File: config.mk
export PLATFORM = sky130hd
export DESIGN_NAME = mem_sp_bit_ctrl
export DESIGN_NICKNAME = d
export VERILOG_FILES = /design/src/rtl/mem_sp_bit_ctrl.sv
export SDC_FILE = /design/constraint.sdc
export NUM_CORES = 1
export LEC_CHECK = 0
export ABC_CLOCK_PERIOD_IN_PS = 8500
export BUFFER_PORTS_ARGS = -buffer_cell sky130_fd_sc_hd__buf_2
export CAP_MARGIN = 20
export CORE_AREA = 2 2 319 321
export DETAILED_ROUTE_END_ITERATION = 10
export DIE_AREA = 0 0 321 323
export MAX_ROUTING_LAYER = met4
export PLACE_DENSITY = 0.45
export SYNTH_ARGS = -nofsm -noshare
export SYNTH_HDL_FRONTEND = slang
export SYNTH_SLANG_ARGS = --single-unit
File: constraint.sdc
create_clock -name clk -period 8.5 [get_ports clk]
set_clock_uncertainty 0.05 [all_clocks]
set_input_delay 0.425 -clock clk [delete_from_list [all_inputs] [get_ports clk]]
set_output_delay 0.425 -clock clk [all_outputs]
set_load 0.02 [all_outputs]
File: src/rtl/mem_sp_bit_ctrl.sv
// -----------------------------------------------------------------------------
// mem_sp_bit_ctrl
// Initiator for a single-port memory with bit-wise write enables. Accepts client
// requests (single-beat masked writes, incrementing read bursts) and a
// whole-memory zero-fill, drives the memory en/we/addr/din port, and returns
// read data through a 2-entry first-word-fall-through response FIFO.
//
// Ports
//   clk, reset              clock, asynchronous active-low reset
//   req_valid/req_ready     request handshake
//   req_we                  bit write mask, all-zero selects a read
//   req_addr/req_len        start word address, read burst beats-1
//   req_data                write data
//   init_start              pulse: zero-fill the whole memory
//   init_busy/init_done     fill in progress / 1-cycle pulse at completion
//   rsp_valid/rsp_ready     read response handshake
//   rsp_data/rsp_last       read data, final beat of a burst
//   mem_en/mem_we/mem_addr/mem_din   memory command port
//   mem_dout                memory read data, valid 1 cycle after a read en
// -----------------------------------------------------------------------------
module mem_sp_bit_ctrl #(
  parameter int MEM_DATAWIDTH = 128,
  parameter int MEM_ADDRWIDTH = 14,
  parameter int LEN_WIDTH     = 8
) (
  input  logic                     clk,
  input  logic                     reset,
  input  logic                     req_valid,
  output logic                     req_ready,
  input  logic [MEM_DATAWIDTH-1:0] req_we,
  input  logic [MEM_ADDRWIDTH-1:0] req_addr,
  input  logic [LEN_WIDTH-1:0]     req_len,
  input  logic [MEM_DATAWIDTH-1:0] req_data,
  input  logic                     init_start,
  output logic                     init_busy,
  output logic                     init_done,
  output logic                     rsp_valid,
  input  logic                     rsp_ready,
  output logic [MEM_DATAWIDTH-1:0] rsp_data,
  output logic                     rsp_last,
  output logic                     mem_en,
  output logic [MEM_DATAWIDTH-1:0] mem_we,
  output logic [MEM_ADDRWIDTH-1:0] mem_addr,
  output logic [MEM_DATAWIDTH-1:0] mem_din,
  input  logic [MEM_DATAWIDTH-1:0] mem_dout
);

  localparam logic [1:0] ST_IDLE = 2'd0;
  localparam logic [1:0] ST_READ = 2'd1;
  localparam logic [1:0] ST_INIT = 2'd2;

  logic [1:0]               r_state;
  logic                     r_run;        // low in reset and the first cycle after release
  logic [MEM_ADDRWIDTH-1:0] r_cur_addr;
  logic [LEN_WIDTH-1:0]     r_remaining;
  logic [MEM_ADDRWIDTH-1:0] r_fill_addr;
  logic                     r_init_done;
  logic                     r_inflight;
  logic                     r_inflight_last;

  logic [MEM_DATAWIDTH-1:0] r_fifo_data [2];
  logic [1:0]               r_fifo_last;
  logic                     r_wr_ptr;
  logic                     r_rd_ptr;
  logic [1:0]               r_count;

  logic       w_idle;
  logic       w_init_accept;
  logic       w_rd_accept;
  logic       w_wr_issue;
  logic       w_rd_issue;
  logic       w_pop;
  logic       w_push;
  logic [1:0] w_occupancy;

  // ---------------------------------------------------------------------------
  // Request acceptance and issue decisions
  // ---------------------------------------------------------------------------
  assign w_idle        = r_run && (r_state == ST_IDLE);
  assign w_init_accept = w_idle && init_start;
  assign req_ready     = w_idle && !init_start;
  assign w_wr_issue    = req_ready && req_valid && (req_we != '0);
  assign w_rd_accept   = req_ready && req_valid && (req_we == '0);

  assign rsp_valid = (r_count != 2'd0);
  assign w_pop     = rsp_valid && rsp_ready;
  assign w_push    = r_inflight;

  // Slots already claimed after this cycle's pop: FIFO entries plus the beat
  // still in the memory pipeline. A pop (pop implies count>=1) cannot underflow.
  assign w_occupancy = r_count + {1'b0, r_inflight} - {1'b0, w_pop};
  assign w_rd_issue  = (r_state == ST_READ) && (w_occupancy < 2'd2);

  assign init_busy = (r_state == ST_INIT);
  assign init_done = r_init_done;

  assign rsp_data = rsp_valid ? r_fifo_data[r_rd_ptr] : '0;
  assign rsp_last = rsp_valid & r_fifo_last[r_rd_ptr];

  // ---------------------------------------------------------------------------
  // Memory command port
  // ---------------------------------------------------------------------------
  always_comb begin
    // NOTE: every output gets a default first so no path leaves it unassigned
    // and no latch is inferred.
    mem_en   = 1'b0;
    mem_we   = '0;
    mem_addr = '0;
    mem_din  = '0;
    if (w_wr_issue) begin
      mem_en   = 1'b1;
      mem_we   = req_we;
      mem_addr = req_addr;
      mem_din  = req_data;
    end else if (w_rd_issue) begin
      mem_en   = 1'b1;
      mem_addr = r_cur_addr;
    end else if (r_state == ST_INIT) begin
      mem_en   = 1'b1;
      mem_we   = '1;
      mem_addr = r_fill_addr;
    end
  end

  // ---------------------------------------------------------------------------
  // Control FSM
  // ---------------------------------------------------------------------------
  // NOTE: sequential state uses non-blocking assignments so every register
  // samples the pre-edge values regardless of statement order.
  always_ff @(posedge clk or negedge reset) begin
    if (!reset) begin
      r_state         <= ST_IDLE;
      r_run           <= 1'b0;
      r_cur_addr      <= '0;
      r_remaining     <= '0;
      r_fill_addr     <= '0;
      r_init_done     <= 1'b0;
      r_inflight      <= 1'b0;
      r_inflight_last <= 1'b0;
    end else begin
      r_run           <= 1'b1;
      r_init_done     <= 1'b0;
      r_inflight      <= w_rd_issue;
      r_inflight_last <= w_rd_issue && (r_remaining == '0);
      case (r_state)
        ST_IDLE: begin
          if (w_init_accept) begin
            r_state     <= ST_INIT;
            r_fill_addr <= '0;
          end else if (w_rd_accept) begin
            r_state     <= ST_READ;
            r_cur_addr  <= req_addr;
            r_remaining <= req_len;
          end
        end
        ST_READ: begin
          if (w_rd_issue) begin
            r_cur_addr  <= r_cur_addr + 1'b1;  // wraps at the top of memory
            r_remaining <= r_remaining - 1'b1;
            if (r_remaining == '0) begin
              r_state <= ST_IDLE;
            end
          end
        end
        ST_INIT: begin
          r_fill_addr <= r_fill_addr + 1'b1;
          if (r_fill_addr == '1) begin
            r_state     <= ST_IDLE;
            r_init_done <= 1'b1;
          end
        end
        default: r_state <= ST_IDLE;
      endcase
    end
  end

  // ---------------------------------------------------------------------------
  // Response FIFO (2 entries, first-word-fall-through)
  // ---------------------------------------------------------------------------
  always_ff @(posedge clk or negedge reset) begin
    if (!reset) begin
      r_wr_ptr    <= 1'b0;
      r_rd_ptr    <= 1'b0;
      r_count     <= 2'd0;
      r_fifo_last <= 2'b00;
    end else begin
      if (w_push) begin
        r_fifo_last[r_wr_ptr] <= r_inflight_last;
        r_wr_ptr              <= ~r_wr_ptr;
      end
      if (w_pop) begin
        r_rd_ptr <= ~r_rd_ptr;
      end
      r_count <= r_count + {1'b0, w_push} - {1'b0, w_pop};
    end
  end

  // NOTE: the data storage has no reset; validity is carried entirely by the
  // reset pointers and count, and rsp_data is masked while the FIFO is empty.
  always_ff @(posedge clk) begin
    if (w_push) begin
      r_fifo_data[r_wr_ptr] <= mem_dout;
    end
  end

endmodule

==> flow_summary.ini <==
[cts]
insertion_delay_ns = 0.56
cts_buffers = 37
cts_setup_buffers = 0
ctsResizeCount = 0
ctsHoldBuffers = 128
cts_tree = done
h-tree-depth = 2
cts_buffer_depth = 3
root_buffer = clkbuf_16
clkTransAtPathRegs_ns = 0.05
cts_sinks = 304

[detailed_routing]
wl_per_cell_microns = 22.6
dr.pass1.iters = 7
vias_per_cell = 3.94
vias = 14200
drc = 0
drtIter0Drc = 843
drtAntennaViolNets = 0
routed_wl_microns = 81200

[global_route]
grt_pass1_wl_microns = 108000
grt_pass1_vias = 14000
grt_max_degree = 98
grt_overflow_total = 0
antenna_found_initial = 66
grt_use_total = 0.152

[synthesis]
synth.distinct_cells = 43
synth_area_per_cell_sq_um = 11.0
synth_nets = 1748
synth_top_area_share = 0.527
async_flop_share = 0.158
syn_area_sq_um = 14600
synth_top_area_cell = edfxtp_1
ys_ff_latch = 304
synthTopCellsByArea = edfxtp_1, mux2i_1, dfrtp_1
synth_edf_count = 256
yosys_warnings = 0
ys.flop_type = edfxtp_1
seq_area_frac_synth = 0.609
netlist_instances = 1331

[timing]
period_minus_slack_ns = 4.98
slew_viol_final = 0
period_share = 0.586
clock.fmax_mhz = 201
final.setup.tns_ns = 0
worstMarginPinSlew_ns = 0.972
rsz0062_at_grt = false
setup_violations = 0
hold_violations = 0
slew_headroom = 0.352
setup_slack_ns = 3.52

[critical_path]
worstPathMaxFanout = 19
cp-start-kind = register
cp_data_arrival_time_ns = 4.50
end_kind = output pin
cp.required_ns = 8.03
path_class = reg -> out

[die]
die_h_microns = 323
die_w_microns = 321
core_area_sq_um = 101000
dieArea_sq_um = 104000
io-pin-count = 815
start_util = 0.145
rows = 117

[run_status]
outcome = finished, final reports clean

[finish]
syn_to_final_growth_pct = 54.3
nets = 2660
fill_cells = 11200
fin_util = 0.224
drive_gt1_frac = 0.394

[placed_design]
place_congestion = 0.991
hpwl_microns = 65300
io_buffers = 814
dp_slack_ns = 3.84

[flow_run]
drv_cap = 0

[pwr]
power_density_nw_per_um2 = 231
p_leak_nw = 9.71
ir_worst_vdd_mv = 0.145

[min_path]
hp-class = in -> reg
[worst paths after layout]
kind,from,to,slack [ns],depth (start not counted)
hold reg to reg,r_fifo_last[1],r_fifo_last[1],0.46,1
max in group asynchronous,reset,r_rd_ptr,7.32,3
setup / recovery,r_count[0],mem_addr[0],3.52,13
min in group asynchronous,reset,r_cur_addr[10],0.50,3
setup reg to reg,r_count[0],r_remaining[5],4.42,13
hold / removal,mem_dout[122],r_fifo_data[0][122],0.05,1
[worst max-delay path: stages, from the launching register on]
cell	delay (ns)
dfrtp_1	0.40
nor2_4	0.16
inv_1	0.10
and2_1	0.27
ha_1	0.31
inv_1	0.04
ha_1	0.17
xnor2_1	0.17
xor2_1	0.20
nand2_1	0.24
clkinv_1	0.71
a222oi_1	0.81
inv_1	0.17
buf_2	0.20
[flip-flops by register name (all words and copies together) (netlist names), 2 cells and up]
signal       count
r_count          2
r_cur_addr      14
r_fifo_data    256
r_fifo_last      2
r_fill_addr     14
r_remaining      8
r_state          2
[layer usage]
layer	track usage	wire length (microns)	up-vias	part of all wire
met2	0.258	39300	724	0.48
li1	-	-	6517	-
met4	0.0579	3770	0	0.046
met3	0.0404	6490	186	0.080
met1	0.170	31700	6762	0.39
met5	-	0	-	0
[logic make-up (layout without fill, tap and decap cells)]
| logic type | Yosys count | in the layout | share of synthesized area |
|---|---|---|---|
| AO/OA/AOI/OAI | 113 | 113 | 0.0486 |
| buffers and inverters | 111 | 1049 | 0.0346 |
| XOR/XNOR | 4 | 4 | 0.00240 |
| multiplexers | 131 | 131 | 0.0900 |
| other | 1 | 22 | 0.000257 |
| adder cells (fa/ha/maj) | 6 | 6 | 0.00514 |
| flip-flops | 304 | 304 | 0.609 |
| AND/OR/NAND/NOR | 661 | 661 | 0.210 |
[Yosys cell counts, types with 2 or more instances]
| library cell | number |
|---|---|
| and3_1 | 9 |
| nor2_1 | 145 |
| mux2_2 | 2 |
| dfrtp_1 | 48 |
| nor2b_1 | 3 |
| a222oi_1 | 14 |
| o22ai_1 | 10 |
| ha_1 | 6 |
| buf_6 | 9 |
| inv_1 | 23 |
| nand2_1 | 292 |
| nand2b_1 | 5 |
| buf_1 | 16 |
| a31oi_1 | 5 |
| nand4_1 | 14 |
| nand3_1 | 19 |
| o211ai_1 | 4 |
| nor4_1 | 32 |
| mux2i_1 | 129 |
| edfxtp_1 | 256 |
| o21ai_0 | 36 |
| or3_1 | 3 |
| buf_2 | 16 |
| o31ai_1 | 4 |
| clkbuf_1 | 46 |
| a41oi_1 | 2 |
| nor4_4 | 2 |
| xor2_1 | 3 |
| nor3_1 | 2 |
| a21oi_1 | 33 |
| and2_1 | 131 |
[final cells by class]
| type | instances | area [sq um] | share of cell area |
|---|---|---|---|
| tap | 1309 | 1640 | 0.0728 |
| multi-input combinational | 916 | 5230 | 0.232 |
| inverter | 24 | 90.1 | 0.00400 |
| clock inverter | 18 | 115 | 0.00511 |
| clock buffer | 47 | 985 | 0.0437 |
| sequential | 304 | 8890 | 0.395 |
| antenna | 21 | 52.6 | 0.00233 |
| timing repair buffer | 960 | 5510 | 0.245 |
[layout by cell type (no fill, tap or decap), types with 3 or more instances in the layout]
cell type / netlist / routed
nor2_1: 145 / 144
ha_1: 6 / 6
diode_2: 0 / 21
dlygate4sd3_1: 0 / 128
a222oi_1: 14 / 14
xor2_1: 3 / 3
edfxtp_1: 256 / 256
nand3_1: 19 / 19
dfrtp_1: 48 / 47
nand4_1: 14 / 14
and3_1: 9 / 9
buf_4: 0 / 16
o211ai_1: 4 / 4
and2_1: 131 / 130
clkinv_1: 1 / 11
mux2i_1: 129 / 129
inv_1: 23 / 23
clkbuf_16: 0 / 38
clkinvlp_4: 0 / 3
o31ai_1: 4 / 4
clkbuf_1: 46 / 9
or3_1: 3 / 3
nand2b_1: 5 / 4
nor4_1: 32 / 31
a31oi_1: 5 / 5
a21oi_1: 33 / 33
o22ai_1: 10 / 10
o21ai_0: 36 / 36
buf_2: 16 / 815
nand2_1: 292 / 292
[power by group]
group          internal [mW]  switching [mW]
Clock                  0.823           0.638
Sequential              1.64          0.0892
Combinational          0.681            1.32
Total                   3.14            2.05
[metrics by stage]
step | power (mW) | instances | hold WS [ns] | instance area, sq um
5_1_grt | 5.47 | 3595 | 0.0214 | 22500
3_5_place_dp | 3.75 | 3384 | 0.446 | 20100
3_3_place_gp | 3.75 | 3383 | 0.444 | 20000
6_report | 5.19 | 3599 | 0.0519 | 22500
2_1_floorplan | 2.91 | 1331 | 0.0794 | 14600
4_1_cts | 5.30 | 3577 | 0.00110 | 22400
(Power assumes the default switching activity.)
